===== src/rtl/cheer_pkg.sv =====
// Shared definitions for the tug-of-war victory cheer path.
package cheer_pkg;

  // Default width of the score and LED bank.
  localparam int CHEER_LED_W = 7;

  // Cheer FSM state encoding.
  typedef enum logic {
    CHEER_IDLE = 1'b0,
    CHEER_RUN  = 1'b1
  } cheer_state_t;

endpackage


===== src/rtl/cheer_pulse_sync.sv =====
// Synchroniser for the asynchronous is_victory level plus rising-edge one-pulse.
// sy_victory is the last synchroniser stage; win_game is high for one clk per 0->1 on it.
module cheer_pulse_sync
  import cheer_pkg::*;
#(
  parameter int SYNC_STAGES = 2
) (
  input  logic clk,
  input  logic rst,
  input  logic is_victory,
  output logic sy_victory,
  output logic win_game
);

  logic [SYNC_STAGES-1:0] sync_q;
  logic                   sy_d;

  // Shift the raw level through the chain and keep a one-clk-delayed copy for edge detection.
  always_ff @(posedge clk or negedge rst) begin
    if (!rst) begin
      sync_q <= '0;
      sy_d   <= 1'b0;
    end else begin
      sync_q <= {sync_q[SYNC_STAGES-2:0], is_victory};
      sy_d   <= sync_q[SYNC_STAGES-1];
    end
  end

  assign sy_victory = sync_q[SYNC_STAGES-1];
  assign win_game   = sy_victory & ~sy_d;

endmodule


===== src/rtl/cheer_victory.sv =====
// Victory-celebration path: synchronised win pulse starts a timed LED cheer of the latched score.
// Optional build macro CHEER_SWEEP_EN: the cheer rotates the score left once per slowen tick
// instead of blinking it; exit timing is the same in both builds.
module cheer_victory
  import cheer_pkg::*;
#(
  parameter int SYNC_STAGES = 2,
  parameter int CHEER_TICKS = 8,
  parameter int LED_W       = CHEER_LED_W
) (
  input  logic             clk,
  input  logic             rst,
  input  logic             slowen,
  input  logic             is_victory,
  input  logic [LED_W-1:0] score,
  output logic             sy_victory,
  output logic             win_game,
  output logic [LED_W-1:0] victory_led
);

  localparam int            CW       = $clog2(CHEER_TICKS);
  localparam logic [CW-1:0] CNT_LAST = CW'(CHEER_TICKS - 1);

  cheer_state_t     state;
  logic [CW-1:0]    cnt;
  logic [LED_W-1:0] pattern;
`ifndef CHEER_SWEEP_EN
  logic             phase;
`endif

  cheer_pulse_sync #(
    .SYNC_STAGES(SYNC_STAGES)
  ) u_pulse_sync (
    .clk       (clk),
    .rst       (rst),
    .is_victory(is_victory),
    .sy_victory(sy_victory),
    .win_game  (win_game)
  );

  // Cheer sequencer: a win pulse (re)starts the cheer; slowen ticks advance it until the last tick.
  // In sweep builds 'pattern' holds the currently displayed rotation; in blink builds the latched score.
  always_ff @(posedge clk or negedge rst) begin
    if (!rst) begin
      state       <= CHEER_IDLE;
      cnt         <= '0;
      pattern     <= '0;
      victory_led <= '0;
`ifndef CHEER_SWEEP_EN
      phase       <= 1'b0;
`endif
    end else if (win_game) begin
      state       <= CHEER_RUN;
      cnt         <= '0;
      pattern     <= score;
      victory_led <= score;
`ifndef CHEER_SWEEP_EN
      phase       <= 1'b0;
`endif
    end else if (state == CHEER_RUN && slowen) begin
      if (cnt == CNT_LAST) begin
        state       <= CHEER_IDLE;
        cnt         <= '0;
        victory_led <= '0;
`ifndef CHEER_SWEEP_EN
        phase       <= 1'b0;
`endif
      end else begin
        cnt <= cnt + 1'b1;
`ifdef CHEER_SWEEP_EN
        pattern     <= {pattern[LED_W-2:0], pattern[LED_W-1]};
        victory_led <= {pattern[LED_W-2:0], pattern[LED_W-1]};
`else
        // The new phase is ~phase: dark when it becomes 1, score when it returns to 0.
        phase       <= ~phase;
        victory_led <= phase ? pattern : '0;
`endif
      end
    end
  end

endmodule


===== config.mk =====
export PLATFORM = sky130hd
export DESIGN_NAME = cheer_victory
export DESIGN_NICKNAME = d
export VERILOG_FILES = /design/src/rtl/cheer_pkg.sv /design/src/rtl/cheer_pulse_sync.sv /design/src/rtl/cheer_victory.sv
export SDC_FILE = /design/constraint.sdc
export NUM_CORES = 1
export LEC_CHECK = 0
export ABC_AREA = 1
export CAP_MARGIN = 10
export CORE_MARGIN = 5
export CORE_UTILIZATION = 40
export CTS_BUF_LIST = sky130_fd_sc_hd__clkbuf_16
export CTS_CLUSTER_DIAMETER = 50
export DETAILED_ROUTE_END_ITERATION = 8
export HOLD_SLACK_MARGIN = 0.15
export PLACE_DENSITY = 0.77
export SETUP_SLACK_MARGIN = 0.3
export SYNTH_ARGS = -nofsm -noshare
export SYNTH_HDL_FRONTEND = slang
export SYNTH_HIERARCHICAL = 1
export SYNTH_SLANG_ARGS = --single-unit

===== constraint.sdc =====
create_clock -name clk -period 1.1 [get_ports clk]
set_input_delay 0.22 -clock clk [delete_from_list [all_inputs] [get_ports clk]]
set_output_delay 0.22 -clock clk [all_outputs]
set_load 0.05 [all_outputs]

Word-level counts from Yosys, hierarchy flattened
Index checks and enable logic that the tools add are counted.
- equality and inequality tests: 1
- bitwise gates (word level): 3
- add/subtract/negate cells: 1
- muxes and demuxes: 13
- reduce and logical (&&, ||, !) cells: 4
- operator list (operator ; number):
    $mux W7 ; 4
    $mux W3 ; 3
    $mux W1 ; 6
    $reduce_bool A2 Y1 ; 2
    $add A3 B1 Y3 const B ; 1
    $eq A3 B3 Y1 const B ; 1
    $not A1 Y1 ; 2
    $reduce_and A2 Y1 ; 1
    $and A1 B1 Y1 ; 1
    $logic_and A1 B1 Y1 ; 1
- register bits after elaboration: 22
- logic and storage cells: 29

Longest topological paths before layout
Gate-level depths: netlist of run 1.
- depth in word-level cells: 4
- mapped depth: 9
- depth with buffers taken out: 7

Cells and area by module
Netlist of run 1, hierarchy kept.
- by module, submodules not included (module ; area each (um^2) ; cells each ; seq. area each (um^2) ; instances):
    cheer_victory ; 919.6 ; 97 ; 475.5 ; 1
    cheer_pulse_sync ; 85.1 ; 5 ; 75.1 ; 1

Least setup slack after synthesis of run 1
OpenSTA, ideal clock, no wires.
- path kind: reg2reg
- start: register u_pulse_sync.sync_q[1]
- end: register victory_led[2]
- cell stages (with the launch flop): 10
- arrival: 1769 ps
- setup time: 116 ps
- path slack: -786 ps
- period minus slack after synthesis: 1886 ps
- cells stage by stage: dfrtp_1 -> inv_1 -> nor2_2 -> buf_6 -> inv_8 -> buf_12 -> nand2_2 -> nand2_2 -> nand3_2 -> nand2_2
- longest elaborated chain between the ends: 2
- ends and longest elaborated chain (what ; RTL line ; RTL):
    start, declared ; cheer_pulse_sync.sv:15 ; logic [SYNC_STAGES-1:0] sync_q;
    start signal, assigned ; cheer_pulse_sync.sv:24 ; sync_q <= {sync_q[SYNC_STAGES-2:0], is_victory};
    $and A1 B1 Y1 (*) ; cheer_pulse_sync.sv:30 ; assign win_game = sy_victory & ~sy_d;
    via win_game ; cheer_victory.sv:17 ; output logic win_game,
    $mux W7 or $reduce_bool A2 Y1 (tied branches) ; -- ;
    end signal, assigned ; cheer_victory.sv:56 ; victory_led <= score;
    end signal, assigned ; cheer_victory.sv:76 ; victory_led <= phase ? pattern : '0;
    end, declared ; cheer_victory.sv:18 ; output logic [LED_W-1:0] victory_led
Mark *: on every way through the listed nets, which the timed path passes. The rest lies on a longest branch.
A chain may end at the register's enable or synchronous reset.

Worst setup path after layout of run 1
- start: register u_pulse_sync.sync_q[1]
- end: output win_game
- longest elaborated chain between the ends: 1
- ends and longest elaborated chain (what ; RTL line):
    $and A1 B1 Y1 ; cheer_pulse_sync.sv:30
    end, declared ; cheer_victory.sv:17
Every way passes these cells.

==> run summary, run 1 <==
Top Layer Used: met4
Yosys cell types: 16
final setup margin: -0.154 ns
post-route ant nets: 0
floorplan row count: 18
H-tree depth reported by CTS: 1
Yosys top cell by area: dfrtp_1
final WL: 2.83 mm
Synth top area share: 54.8%
Worst Path Arrival: 1.03 ns
slowest stage cell, crit path: dfrtp_2
count of TritonRoute iterations in the first routing pass: 4
worst relative slew slack: 83.8%
root buffer cell: clkbuf_16
crit-path max cell delay: 0.42 ns
metal3 WL: 82 um
maximum VDD drop: 1.14 mV
WP buf/inv: 3
Layout Skew: 0.00142 ns
critical path's top delay family: flip-flops
hpwl dp: 1.65 mm
DRT iter0 DRCs: 27
drc violations: 0
Die Y-Extent: 60.1 um
register area share after synthesis: 54.8%
initial antenna violation count: 0
final RePlAce weighted congestion: 0.739
Synth Instances: 102
Worst Hold Slack: 0.309 ns
Power Total: 0.00265 W
Leak: 0.833 nW
P&R area growth vs syn: 73.7%
endpoints failing setup: 13
RSZ-0062 raised after global routing: yes
Multi-input gate area: 566 um2
status: complete, but fails checks
grt ovf: 0
Sequential Area: 556 um2
max_cap viols: 0
CP Capture Type: primary output
worst path required time: 0.88 ns
first-pass GRT wire length: 4.42 mm
Total Routing Usage GR: 17.1%
failing checks: negative setup slack
crit-path cells: inv_2 > nor2_4 > buf_6 > buf_12
via count: 825
startpoint class of the critical path: register
cts bufs inserted: 3
pin count of the biggest net entering global routing: 23
worst slew pin tran: 0.242 ns
HP Class: in2async
Clock Path Buffers: 2
Hold Vio Cnt, Final: 0
CTS Sinks: 22
Ports: 20
critical path class: reg2out
fin nets: 154
ant diodes: 0
core area: 2430 um2
Slew Viols, Final: 0
DIE AREA: 3610 um2
vias in the first global route: 949
DIE WIDTH: 60.1 um
ranking of synthesized cells by area: dfrtp_1 (55%), nand2_1 (14%), nand2_2 (8.1%), nand3_2 (5.0%), ha_1 (3.7%)
routed length on met1: 1.14 mm
Initial Utilization: 41.3%
Vias per Instance: 4.88
synthesized area per cell: 9.85 um2
IO buf count: 19
clk_lat worst skew: 0.25 ns
Fillers: 140
met2 routed WL: 1.48 mm
Worst-path clk slew: 0.06 ns
Max Clock Freq: 797 MHz
PwrDens: 1520 nW/um2
post-synthesis cell area: 1000 um2
drt wl/cell: 16.8 um
Worst Path Max Fanout: 2
CTS tree: done
fin crit share: 114%
net count after synthesis: 116
Ys Warns: 6
layout cells sized above 1: 61.9%
Yosys reg bits: 22
Tmin final: 1.25 ns
[final timing paths]
kind / from / to / slack [ns] / cells past startpoint
max: u_pulse_sync/sync_q[1] / win_game / -0.15 / 4
min: rst / pattern[5] / 0.31 / 2
max reg2reg: cnt[0] / victory_led[0] / -0.14 / 7
min reg2reg: u_pulse_sync/sync_q[0] / u_pulse_sync/sync_q[1] / 0.36 / 0
max in group asynchronous: rst / victory_led[1] / 0.64 / 2
min in group clk: u_pulse_sync/sync_q[0] / u_pulse_sync/sync_q[1] / 0.36 / 0
[through the flow]
step	instances	setup WS, ns	cell area, um2	utilization, %	TNS [ns]
CTS	168	-0.145	1640	67.5	-0.998
global route	169	-0.179	1750	71.8	-2.00
floorplan	102	-0.466	1010	-	-7.69
global placement	159	-0.167	1390	57.1	-1.59
finish	169	-0.154	1750	71.8	-1.12
detailed placement	159	-0.248	1390	57.1	-2.21
[Yosys cell counts]
cell type  count
o21ai_2        1
nand3_2        5
nand2_1       37
nand2_4        2
nor2_1         1
nand3_1        7
nor2_2         1
dfrtp_1       22
buf_6          1
inv_8          1
o21ai_0        1
ha_1           3
inv_1          5
nand2_2       13
buf_12         1
inv_2          1
[routing by layer]
| metal | global-route usage (%) | up-vias |
|---|---|---|
| met5 | 0 | - |
| met4 | 13.6 | 0 |
| met3 | 2.59 | 11 |
| met2 | 28.5 | 23 |
| met1 | 19.1 | 402 |
| li1 | - | 389 |
[flip-flops by register name, indices dropped and copies added, names as in the netlist]
name                 count
phase                    1
u_pulse_sync/sync_q      2
state                    1
pattern                  7
u_pulse_sync/sy_d        1
cnt                      3
victory_led              7
[report_power, final]
group          internal, W  switching (W)  total [W]  leakage [nW]
registers         0.000919       0.000109    0.00103         0.269
logic             0.000402       0.000448   0.000850         0.526
clock network     0.000485       0.000284   0.000769        0.0385
total              0.00181       0.000841    0.00265         0.833
[worst reg2reg max path, cell delays in order (launching register included)]
cell     delay (ns)
dfrtp_1        0.41
ha_4           0.20
ha_4           0.16
inv_2          0.07
nand2_4        0.09
nand2_2        0.10
nand3_2        0.08
nand2_2        0.07
[cells by family after synthesis]
logic type | after synthesis | synth area share (%)
and+or+nand+nor | 66 | 33.6
DFF | 22 | 54.8
adders and majority gates | 3 | 3.74
buffers and inverters | 9 | 6.48
AOI/OAI and AO/OA | 2 | 1.37
[cell type report]
class,instances,share of cell area [%]
clock buffers,3,4.30
clock inverters,1,0.215
inverters,7,2.65
multi-input cells,71,32.4
flip-flops and latches,22,31.8
well taps,30,2.15
repair buffers,35,26.5
[cell usage in the layout, fill, tap and decap left out]
master | netlist | final
clkdlybuf4s50_1 | 0 | 10
o21ai_2 | 1 | 1
nand2_2 | 13 | 23
nand3_1 | 7 | 2
nand2_1 | 37 | 18
dfrtp_1 | 22 | 18
buf_12 | 1 | 10
nand3_2 | 5 | 10
inv_1 | 5 | 3
buf_4 | 0 | 4
clkinv_1 | 0 | 1
clkinv_8 | 0 | 1
dfrtp_2 | 0 | 4
nor2_4 | 0 | 2
ha_4 | 0 | 3
buf_6 | 1 | 9
inv_8 | 1 | 1
o21ai_1 | 0 | 1
inv_2 | 1 | 2
nand2_4 | 2 | 10
nand2_8 | 0 | 1
clkbuf_16 | 0 | 3
buf_8 | 0 | 2
[timing repair]
action	CTS	global route
resized for setup	35	26
pin swaps	7	10
hold buffers	0	0
setup endpoints to repair	28	28
buffers inserted	5	1
(Power assumes the default switching activity.)
==> run 2: changes to the inputs <==
SETUP_SLACK_MARGIN = 0.2   (was 0.3)
SKIP_CTS_REPAIR_TIMING = 1   (was unset)
==> run 2 against run 1 <==
  * The run still ends with negative setup slack left
  * Register-to-register slack about the same
  * Critical path depth is 1 lower
  * Setup slack got worse by 0.016 ns
  * Combinational power grew 2.6%
  * Critical path type unchanged
==> run summary, run 2 (same netlist as run 1, synthesis figures left out) <==
Initial Utilization: 41.3% (unchanged)
final setup margin: -0.171 ns (was -0.154 ns)
Clock Path Buffers: 2 (unchanged)
floorplan row count: 18 (unchanged)
DIE AREA: 3610 um2 (unchanged)
Fillers: 156 (was 140)
PwrDens: 1600 nW/um2 (was 1520 nW/um2)
Max Clock Freq: 787 MHz (was 797 MHz)
WP buf/inv: 2 (was 3)
Worst Hold Slack: 0.312 ns (was 0.309 ns)
met2 routed WL: 1.45 mm (was 1.48 mm)
Top Registers: pattern: 7 flops, victory_led: 7 flops, cnt: 3 flops (unchanged)
pin count of the biggest net entering global routing: 23 (unchanged)
core area: 2430 um2 (unchanged)
RSZ-0062 raised after global routing: yes (unchanged)
first-pass GRT wire length: 3.76 mm (was 4.42 mm)
fin crit share: 116% (was 114%)
P&R area growth vs syn: 80.6% (was 73.7%)
final WL: 2.64 mm (was 2.83 mm)
Worst-path clk slew: 0.06 ns (about the same)
Vias per Instance: 4.79 (was 4.88)
Sequential Area: 552 um2 (was 556 um2)
clk_lat worst skew: 0.25 ns (about the same)
Worst Path Max Fanout: 3 (was 2)
hpwl dp: 1.52 mm (was 1.65 mm)
CTS tree: done (unchanged)
status: complete, but fails checks (unchanged)
Top Layer Used: met4 (unchanged)
Slew Viols, Final: 0 (unchanged)
slowest stage cell, crit path: dfrtp_1 (was dfrtp_2)
Ports: 20 (unchanged)
Leak: 0.874 nW (was 0.833 nW)
r2r startpoint: u_pulse_sync/sy_d (was cnt[0])
routed length on met1: 1.08 mm (was 1.14 mm)
crit-path cells: nor2_4 > buf_6 > buf_12 (was inv_2 > nor2_4 > buf_6 > buf_12)
CTS Sinks: 22 (unchanged)
failing checks: negative setup slack (unchanged)
critical path class: reg2out (unchanged)
FF-to-FF End: victory_led[1] (was victory_led[0])
cts bufs inserted: 3 (unchanged)
drt wl/cell: 15.4 um (was 16.8 um)
grt ovf: 0 (unchanged)
post-route ant nets: 0 (unchanged)
final RePlAce weighted congestion: 0.810 (was 0.739)
DIE WIDTH: 60.1 um (unchanged)
drc violations: 0 (unchanged)
reg2reg setup slack: -0.14 ns (about the same)
Die Y-Extent: 60.1 um (unchanged)
count of TritonRoute iterations in the first routing pass: 4 (unchanged)
root buffer cell: clkbuf_16 (unchanged)
Hold Vio Cnt, Final: 0 (unchanged)
Total Routing Usage GR: 14.1% (was 17.1%)
critical path's top delay family: flip-flops (unchanged)
ant diodes: 0 (unchanged)
worst relative slew slack: 83.2% (was 83.8%)
Multi-input gate area: 581 um2 (was 566 um2)
metal3 WL: 84 um (was 82 um)
Layout Skew: 0.00245 ns (was 0.00142 ns)
DRT iter0 DRCs: 21 (was 27)
CP Capture Type: primary output (unchanged)
vias in the first global route: 823 (was 949)
layout cells sized above 1: 60.6% (was 61.9%)
IO buf count: 19 (unchanged)
Tmin final: 1.27 ns (was 1.25 ns)
R2R depth: 7 (unchanged)
maximum VDD drop: 1.65 mV (was 1.14 mV)
via count: 824 (was 825)
worst slew pin tran: 0.252 ns (was 0.242 ns)
Power Total: 0.00291 W (was 0.00265 W)
H-tree depth reported by CTS: 1 (unchanged)
startpoint class of the critical path: register (unchanged)
HP Class: in2async (unchanged)
fin nets: 157 (was 154)
initial antenna violation count: 0 (unchanged)
worst path required time: 0.88 ns (about the same)
max_cap viols: 0 (unchanged)
Worst Path Arrival: 1.05 ns (was 1.03 ns)
endpoints failing setup: 14 (was 13)
Placement Setup Slack: -0.190 ns (was -0.248 ns)
most frequent cells in the layout: nand2_2 (21), dfrtp_1 (21), nand2_1 (17), nand2_4 (12), buf_12 (11) (was nand2_2 (23), nand2_1 (18), dfrtp_1 (18))
crit-path max cell delay: 0.40 ns (was 0.42 ns)
## run 2: worst max path at each step
stage | start | endpoint | slack [ns] | cells after the start
after floorplan | u_pulse_sync/sync_q[1] | victory_led[2] | -0.47 | 9
after global placement | slowen | victory_led[6] | -0.16 | 6
after detailed placement | slowen | cnt[1] | -0.19 | 6
after CTS | u_pulse_sync/sync_q[1] | win_game | -0.30 | 4
after global routing | u_pulse_sync/sy_d | victory_led[1] | -0.21 | 7
final | u_pulse_sync/sy_d | win_game | -0.17 | 3
## run 2: worst register-to-register path, delay by kind of cell (launching register included)
family        cells  cell delay (ns)
buf+inv           3             0.37
flops             1             0.40
simple gates      4             0.42
## run 2: metrics by stage
step           util, %  std cells  cell area, um2  setup TNS [ns]
6_report          74.6        172            1810           -1.47
5_1_grt           74.6        172            1810           -2.28
4_1_cts           61.6        164            1500           -2.15
3_5_place_dp      57.3        160            1390           -1.93
3_3_place_gp      57.3        160            1390           -1.67
2_1_floorplan        -        102            1010           -7.70
## run 2: metal layers
layer,GRT usage (%),vias to the layer above
met4,4.75,0
li1,-,399
met2,23.9,16
met1,17.2,407
met3,3.46,2
met5,0,-
## run 2: final cells by class
| type | count | area share (%) |
|---|---|---|
| multi-input cells | 71 | 32.0 |
| flip-flops and latches | 22 | 30.4 |
| repair buffers | 36 | 25.5 |
| clock buffers | 3 | 4.14 |
| inverters | 7 | 2.97 |
| well taps | 30 | 2.07 |
| clock inverters | 1 | 1.66 |
| repair inverters | 2 | 1.24 |
## run 2: where the power goes
part           switching, W  total, W  internal, W
Sequential         0.000114   0.00103     0.000915
Clock              0.000286   0.00101     0.000722
Combinational      0.000451  0.000872     0.000421
Total              0.000852   0.00291      0.00206
